### src/rtl/vote_if.sv
// Vote handshake bundle between the voter front-end and its clients.
// Carries per-vote inputs and the assembled round result.
interface vote_if;
  logic       start;
  logic       vote_valid;
  logic [2:0] vote_id;
  logic       vote_val;
  logic       vote_ready;
  logic [6:0] votes_out;
  logic [6:0] voted_mask;
  logic       votes_valid;
  logic       timeout_flag;
  logic       dup_err;
  logic       busy;

  modport master (
    output start, vote_valid, vote_id, vote_val,
    input  vote_ready, votes_out, voted_mask,
    input  votes_valid, timeout_flag, dup_err, busy
  );

  modport slave (
    input  start, vote_valid, vote_id, vote_val,
    output vote_ready, votes_out, voted_mask,
    output votes_valid, timeout_flag, dup_err, busy
  );
endinterface

### src/rtl/vote_collector.sv
// Collects one vote per cycle from 7 voters into a vector for the
// majority voter; a round ends on a full mask or on timeout.
module vote_collector #(
  parameter int N_VOTERS       = 7,
  parameter int TIMEOUT_CYCLES = 16,
  parameter int TMR_W          = $clog2(TIMEOUT_CYCLES + 1)
) (
  input logic   clk,
  input logic   rst_n,
  vote_if.slave vif
);

  typedef enum logic [1:0] {
    IDLE,
    COLLECT,
    DONE
  } state_e;

  state_e           state_q, state_d;
  logic [6:0]       votes_q, mask_q;
  logic [6:0]       id_bit, mask_d, votes_d;
  logic             tflag_q, dup_q;
  logic [TMR_W-1:0] timer_q;
  logic             in_col, fire, id_ok;
  logic             take, bad, full_d, tmr_end;

  assign in_col  = state_q == COLLECT;
  assign fire    = in_col & vif.vote_valid;
  assign id_ok   = {1'b0, vif.vote_id} < 4'(N_VOTERS);
  assign id_bit  = id_ok ? 7'(1) << vif.vote_id : '0;
  assign take    = fire & id_ok & ~|(mask_q & id_bit);
  assign bad     = fire & ~take;
  assign mask_d  = take ? (mask_q | id_bit) : mask_q;
  assign full_d  = &mask_d;
  assign tmr_end = timer_q == TMR_W'(TIMEOUT_CYCLES - 1);

  always_comb begin
    votes_d = votes_q;
    if (take) begin
      votes_d = vif.vote_val ? (votes_q | id_bit)
                             : (votes_q & ~id_bit);
    end
  end

  always_ff @(posedge clk or negedge rst_n) begin
    if (!rst_n) state_q <= IDLE;
    else        state_q <= state_d;
  end

  // Completion takes priority over a timeout in the same cycle
  always_comb begin
    state_d = state_q;
    unique case (1'b1)
      state_q == IDLE: if (vif.start) state_d = COLLECT;
      in_col:          if (full_d || tmr_end) state_d = DONE;
      state_q == DONE: state_d = IDLE;
      default:         state_d = IDLE;
    endcase
  end

  always_ff @(posedge clk or negedge rst_n) begin
    if (!rst_n) begin
      votes_q <= '0;
      mask_q  <= '0;
      tflag_q <= 1'b0;
      dup_q   <= 1'b0;
      timer_q <= '0;
    end else begin
      dup_q <= 1'b0;
      if (state_q == IDLE && vif.start) begin
        votes_q <= '0;
        mask_q  <= '0;
        tflag_q <= 1'b0;
        timer_q <= '0;
      end
      if (in_col) begin
        timer_q <= timer_q + TMR_W'(1);
        votes_q <= votes_d;
        mask_q  <= mask_d;
        dup_q   <= bad;
        if (tmr_end && !full_d) tflag_q <= 1'b1;
      end
    end
  end

  assign vif.vote_ready   = in_col;
  assign vif.busy         = state_q != IDLE;
  assign vif.votes_valid  = state_q == DONE;
  assign vif.votes_out    = votes_q;
  assign vif.voted_mask   = mask_q;
  assign vif.timeout_flag = tflag_q;
  assign vif.dup_err      = dup_q;

endmodule

### src/flat_wrapper.sv
// flat-port wrapper written by rule: the top's interface ports become plain ports
module vote_collector_flat 
#(
  parameter int N_VOTERS       = 7,
  parameter int TIMEOUT_CYCLES = 16,
  parameter int TMR_W          = $clog2(TIMEOUT_CYCLES + 1)
)
  (clk, rst_n, vif_start, vif_vote_valid, vif_vote_id, vif_vote_val, vif_vote_ready, vif_votes_out, vif_voted_mask, vif_votes_valid, vif_timeout_flag, vif_dup_err, vif_busy);
  vote_if vif_i ();
  input logic clk;
  input logic rst_n;
  input wire logic [$bits(vif_i.start)-1:0] vif_start;
  input wire logic [$bits(vif_i.vote_valid)-1:0] vif_vote_valid;
  input wire logic [$bits(vif_i.vote_id)-1:0] vif_vote_id;
  input wire logic [$bits(vif_i.vote_val)-1:0] vif_vote_val;
  output wire logic [$bits(vif_i.vote_ready)-1:0] vif_vote_ready;
  output wire logic [$bits(vif_i.votes_out)-1:0] vif_votes_out;
  output wire logic [$bits(vif_i.voted_mask)-1:0] vif_voted_mask;
  output wire logic [$bits(vif_i.votes_valid)-1:0] vif_votes_valid;
  output wire logic [$bits(vif_i.timeout_flag)-1:0] vif_timeout_flag;
  output wire logic [$bits(vif_i.dup_err)-1:0] vif_dup_err;
  output wire logic [$bits(vif_i.busy)-1:0] vif_busy;
  assign vif_i.start = vif_start;
  assign vif_i.vote_valid = vif_vote_valid;
  assign vif_i.vote_id = vif_vote_id;
  assign vif_i.vote_val = vif_vote_val;
  assign vif_vote_ready = vif_i.vote_ready;
  assign vif_votes_out = vif_i.votes_out;
  assign vif_voted_mask = vif_i.voted_mask;
  assign vif_votes_valid = vif_i.votes_valid;
  assign vif_timeout_flag = vif_i.timeout_flag;
  assign vif_dup_err = vif_i.dup_err;
  assign vif_busy = vif_i.busy;
  vote_collector #(.N_VOTERS(N_VOTERS), .TIMEOUT_CYCLES(TIMEOUT_CYCLES), .TMR_W(TMR_W)) u_core (.clk(clk), .rst_n(rst_n), .vif(vif_i));
endmodule
### config.mk
export PLATFORM = sky130hd
export DESIGN_NAME = vote_collector_flat
export DESIGN_NICKNAME = d
export VERILOG_FILES = /design/src/rtl/vote_if.sv /design/src/rtl/vote_collector.sv /design/src/flat_wrapper.sv
export SDC_FILE = /design/constraint.sdc
export NUM_CORES = 1
export LEC_CHECK = 0
export CORE_MARGIN = 2
export CORE_UTILIZATION = 49
export CTS_CLUSTER_DIAMETER = 40
export DETAILED_ROUTE_END_ITERATION = 12
export GPL_ROUTABILITY_DRIVEN = 0
export PLACE_DENSITY_LB_ADDON = 0.2
export SLEW_MARGIN = 20
export SYNTH_ARGS = -nofsm -noshare
export SYNTH_HDL_FRONTEND = slang
export SYNTH_SLANG_ARGS = --single-unit
### constraint.sdc
create_clock -name clk -period 2 [get_ports clk]
set_clock_uncertainty 0.2 [all_clocks]
set_input_delay 0.4 -clock clk [delete_from_list [all_inputs] [get_ports clk]]
set_output_delay 0.4 -clock clk [all_outputs]
set_load 0.005 [all_outputs]
* Word-level counts from Yosys, hierarchy flattened
Index checks and enable logic that the tools add are counted.
** Storage, ports and cells
- Logic and storage cells :: 53
- Output and inout port bits :: 19
- Input port bits :: 8
- Register bits after elaboration :: 23
** Operators by class
- Bitwise operators :: 10
- Shift-type cells :: 1
- Reduce and logical (&&, ||, !) cells :: 12
- Equal/unequal tests :: 6
- Mux-type cells :: 16
- $add $sub $neg :: 1
- Magnitude comparators :: 1
** Operators with widths (number)
- 7-bit two-way mux :: 7
- 7-bit AND :: 2
- 7-bit bitwise OR :: 2
- 5-bit two-way mux :: 2
- 7-bit NOT :: 1
- 7-bit AND reduction :: 1
- 7-bit OR reduction :: 1
- 1-bit by 3-bit left shift with 7-bit output, first input constant :: 1
- 2-bit != test, second input constant :: 3
- 5-bit by 1-bit adder with 5-bit output, second input constant :: 1
- 5-bit by 4-bit equality test with 1-bit output, second input constant :: 1
- 1-bit AND :: 4
- 1-bit two-way mux :: 4
- 2-bit two-way mux :: 2
- 2-bit case mux with 2 select lines :: 1
- 2-bit AND reduction :: 2
- 2-bit nonzero test :: 2
- 3-bit less-than comparator, second input constant :: 1
- 2-bit by 1-bit equality test with 1-bit output, second input constant :: 1
- 2-bit equality test, second input constant :: 1
- 1-bit logical AND :: 2
- 1-bit zero test :: 2
- 2-bit zero test :: 1
- 1-bit logical OR :: 1
- 1-bit NOT :: 1

* Depth between registers and ports, before layout
- Depth after elaboration :: 12
- Gate-level depth with buffers :: 6
- Gate-level depth less buffers :: 6

* Worst setup path after synthesis
No wires, ideal clock.
- Path type :: register -> register
- Start :: register u_core.state_q[1]
- End :: register u_core.tflag_q (netlist: u_core.vif.timeout_flag)
- Library setup time :: 0.132 ns
- Arrival :: 1.353 ns
- Path buffers :: 0
- Data required time :: 1.668 ns
- Slack :: 0.315 ns
- Period minus slack after synthesis :: 1.685 ns
- Stages on the path, launching flop included :: 5
- Cells stage by stage :: dfrtp_1 > nand4b_2 > or3_1 > a32oi_1 > o211ai_1
** On the way
- Cells in the longest elaborated chain, start to end :: 10
- Elaborated cells on any way between the ends :: 13
- Classes of those cells :: eq/ne: 1; mux: 4; bitwise: 3; reduce/logical: 5
** RTL lines
- start, declared :: RTL line vote_collector.sv:19 : state_e state_q, state_d;
- start signal, assigned :: RTL line vote_collector.sv:47 : else state_q <= state_d;
- 2-bit by 1-bit equality test with 1-bit output :: RTL line vote_collector.sv:27 : assign in_col = state_q == COLLECT;
- 1-bit AND :: RTL line vote_collector.sv:28 : assign fire = in_col & vif.vote_valid;
- 1-bit AND (2 in a row) :: RTL line vote_collector.sv:31 : assign take = fire & id_ok & ~|(mask_q & id_bit);
- 7-bit two-way mux :: RTL line vote_collector.sv:33 : assign mask_d = take ? (mask_q | id_bit) : mask_q;
- 7-bit AND reduction :: RTL line vote_collector.sv:34 : assign full_d = &mask_d;
- 1-bit zero test :: RTL line vote_collector.sv:81 : if (tmr_end && !full_d) tflag_q <= 1'b1;
- 1-bit logical AND :: RTL line vote_collector.sv:81
- 1-bit two-way mux :: RTL line vote_collector.sv:81
- 1-bit two-way mux (*) :: RTL line vote_collector.sv:76 : if (in_col) begin
- end signal, assigned :: RTL line vote_collector.sv:65 : tflag_q <= 1'b0;
- end signal, assigned :: RTL line vote_collector.sv:73 : tflag_q <= 1'b0;
- end signal, assigned :: RTL line vote_collector.sv:81
- end, declared :: RTL line vote_collector.sv:22 : logic tflag_q, dup_q;
Mark *: on every way between the ends. The rest lies on a longest branch, timed or not.
A chain may end at the register's enable or synchronous reset.

* Final worst setup path
- Start :: register u_core.state_q[1]
- End :: register u_core.state_q[0]
** On the way
- Cells in the longest elaborated chain, start to end :: 9
- Elaborated cells on any way between the ends :: 12
- Classes of those cells :: eq/ne: 3; mux: 2; bitwise: 3; reduce/logical: 4
** RTL lines
- 2-bit by 1-bit equality test with 1-bit output :: RTL line vote_collector.sv:27
- 1-bit AND :: RTL line vote_collector.sv:28
- 1-bit AND (2 in a row) :: RTL line vote_collector.sv:31
- 7-bit two-way mux :: RTL line vote_collector.sv:33
- 7-bit AND reduction :: RTL line vote_collector.sv:34
- 1-bit logical OR :: RTL line vote_collector.sv:55 : in_col: if (full_d || tmr_end) state_d = DONE;
- 2-bit != test (no line)
- 2-bit AND reduction (no line)
Several ways; a longest one is shown, not always the timed one.

==> metrics.txt <==
Tmin final 2.00 ns; Seq/Total Area, Yosys 0.466; Worst R2R End u_core.state_q[0]$_DFFE_PN0P_; crit path kind reg -> reg; Port-buffer cells 26; diode count 0; Place WS -0.266 ns; cells after synthesis 133; clock latency on the worst-skew pair 0.31 ns; Die X 54.2 microns; row count 18; Mapped Avg Cell Area 9.29 sq um; Post-DRT Antenna Nets 0; period utilization 0.998; Syn Nets 143; Synth async-reset ratio 1.00; ys flop type dfrtp_1; CTS clk-pin slew, worst paths 0.13 ns; CP startpoint kind flip-flop; Peak VDD IR 0.820 mV; CP peak stage delay 0.53 ns; Worst EP required 2.00 ns; DRC viols 0; sw frac 0.364; CP Cell Sequence buf_4 > buf_4 > nand3b_1 > or4b_4 > a31oi_1 > o21ai_1; Inserted Clock Buffers 3; unrepaired setup endpoints after global routing true; crit-path max FO 4; r2r worst-path depth 6; CTS tree done; pwr dens 1230 nW/um^2; Max H-tree Level 1; Least-Margin Pin Slew 0.365 ns; CTS Sinks 23; initial antenna violation count 0; Post-CTS Hold Fix Bufs 0; layout cell share with drive strength beyond 1 0.225; post-detail-place hpwl 2200 microns; leakage power 0.761 nW; slowest CP cell or4b_4; core area 2430 sq um; vias post-DR 1,176; synthesized flop and latch total 23; Area Growth Syn to Fin 42.6%; root buffer cell clkbuf_4; total power 2.16 mW; Hold Crit Class in -> async; Worst Setup SP u_core.state_q[1]$_DFFE_PN0P_; die area 2940 sq um; run status complete, no violations; critical path endpoint u_core.state_q[0]$_DFFE_PN0P_; vias in the first global route 1,116; relative slew slack 0.754; number of max-cap violations 0; CP Capture Type flip-flop; 1st-iter DRT viols 32; Routed WL 3070 microns; Sw Pwr 0.786 mW; Post-synth EDFFs 0; Max Fclk 501 MHz; Avg WL per Cell 14.5 microns; Chip Height 54.2 microns; first-pass GRT wire length 4790 microns; Pre-antenna DRT Iters 4; GRT Total Usage 0.227; most frequent cell on the critical path buf_4; Sequential Power Share 0.422; Layout fillers 200; final hold violations 0; Slew Viols, Final 0; Final Worst Setup Slack 0.00476 ns; power share of the clock group 0.099; vias per cell 5.55; Multi-input gate area 658 sq um; fin nets 193; worst path arrival time 2.00 ns; I/O pin total 27; Int Power 1.37 mW; Comb power frac 0.478; Max clock buf depth 2; WHS 0.224 ns; Initial Utilization 0.508; R2R setup slack 0.005 ns; Yosys warnings 0; Setup-failing EPs final 0; Storage cell area 582 sq um; grt total ovfl 0; pin count of the biggest net entering global routing 24; Syn Std Cell Area 1230 sq um; Yosys cell types 35; RR Startpoint u_core.state_q[1]$_DFFE_PN0P_
registers in the layout (all words and copies together), names as in the netlist:
name	flops
u_core.vif.votes_out	7
u_core.vif.voted_mask	7
u_core.timer_q	5
u_core.vif.dup_err	1
u_core.vif.timeout_flag	1
u_core.state_q	2
layout by cell type, fill, tap and decap left out, drive strengths merged, types with 2 or more instances in the layout:
cell type / netlist / final
a21oi: 3 / 3
dfrtp: 23 / 23
ha: 2 / 2
clkdlybuf4s50: 0 / 23
o21ai: 7 / 7
nor3: 6 / 6
clkinv: 1 / 2
nand2: 13 / 13
nand2b: 5 / 5
clkbuf: 3 / 3
nor4: 2 / 2
dlygate4sd2: 0 / 2
buf: 2 / 24
mux2i: 10 / 10
nand3: 6 / 6
nand4: 2 / 2
nor2: 28 / 28
inv: 2 / 2
cells in the mapped netlist (2+ instances only):
library cell / instances / share of area
nand2_1: 13 / 0.040
mux2i_1: 10 / 0.081
nor2_1: 28 / 0.085
nor3_1: 6 / 0.024
nand3_1: 6 / 0.024
inv_1: 2 / 0.0061
ha_1: 2 / 0.020
o21ai_0: 5 / 0.020
nand4_1: 2 / 0.010
o21ai_1: 2 / 0.0081
clkbuf_1: 3 / 0.0091
nor4_1: 2 / 0.010
dfrtp_1: 23 / 0.47
a21oi_1: 3 / 0.012
nand2b_1: 5 / 0.025
buf_6: 2 / 0.018
through the flow:
stage / util / TNS, ns / cells / area (sq um)
after floorplan: - / 0 / 133 / 1230
after global routing: 0.724 / -0.0892 / 212 / 1760
after global placement: 0.672 / -1.46 / 202 / 1630
after CTS: 0.707 / 0 / 212 / 1720
final: 0.724 / 0 / 212 / 1760
after detailed placement: 0.672 / -2.15 / 202 / 1630
layout make-up:
class	instances	share of cell area
clock buffer	3	0.0128
clock inverter	1	0.00284
inverter	3	0.00640
multi-input combinational	102	0.374
sequential	23	0.330
tap	30	0.0213
timing repair buffer	50	0.252
metal layers:
layer | up-vias | wire [microns] | GRT usage
met5 | - | 0 | 0
met4 | 0 | 31 | 0.0833
met2 | 41 | 1580 | 0.410
li1 | 565 | - | -
met3 | 4 | 120 | 0.0389
met1 | 566 | 1340 | 0.267
worst min-delay path by stage:
stage	startpoint	endpoint	cells after the start
after CTS	rst_n	u_core.vif.dup_err$_DFF_PN0_	2
after detailed placement	u_core.timer_q[2]$_DFFE_PN0P_	u_core.timer_q[2]$_DFFE_PN0P_	1
final	rst_n	u_core.timer_q[4]$_DFFE_PN0P_	2
after floorplan	rst_n	u_core.state_q[0]$_DFFE_PN0P_	0
after global placement	u_core.timer_q[2]$_DFFE_PN0P_	u_core.timer_q[2]$_DFFE_PN0P_	1
after global routing	rst_n	u_core.vif.dup_err$_DFF_PN0_	2
power groups by stage:
stage | clock, mW | sequential [mW] | combinational [mW]
3_3_place_gp | 0 | 0.894 | 0.931
4_1_cts | 0.225 | 0.899 | 1.02
2_1_floorplan | 0 | 0.869 | 0.468
3_5_place_dp | 0 | 0.911 | 0.958
6_report | 0.214 | 0.911 | 1.03
5_1_grt | 0.247 | 0.943 | 1.15
what timing repair did:
| item | 4_1_cts | 5_1_grt |
|---|---|---|
| resized for setup | 7 | 9 |
| cloned | 0 | 0 |
| pin swaps | 0 | 3 |
| endpoints found under the setup margin | 3 | 9 |
| setup buffers | 6 | 0 |
critical path: cells and delay by family, from the launching register on:
kind	cells	cell delay, ns
buffers and inverters	2	0.28
and+or+nand+nor	2	0.73
DFF	1	0.47
AOI/OAI and AO/OA	2	0.22
cells by family after synthesis:
group	synth area share
muxes	0.0993
AOI/OAI and AO/OA	0.0851
DFF	0.466
adders and majority gates	0.0203
buffers and inverters	0.0365
and+or+nand+nor	0.286
xor gates and xnor gates	0.00709
Note: power is estimated with default switching activity, not from simulation.
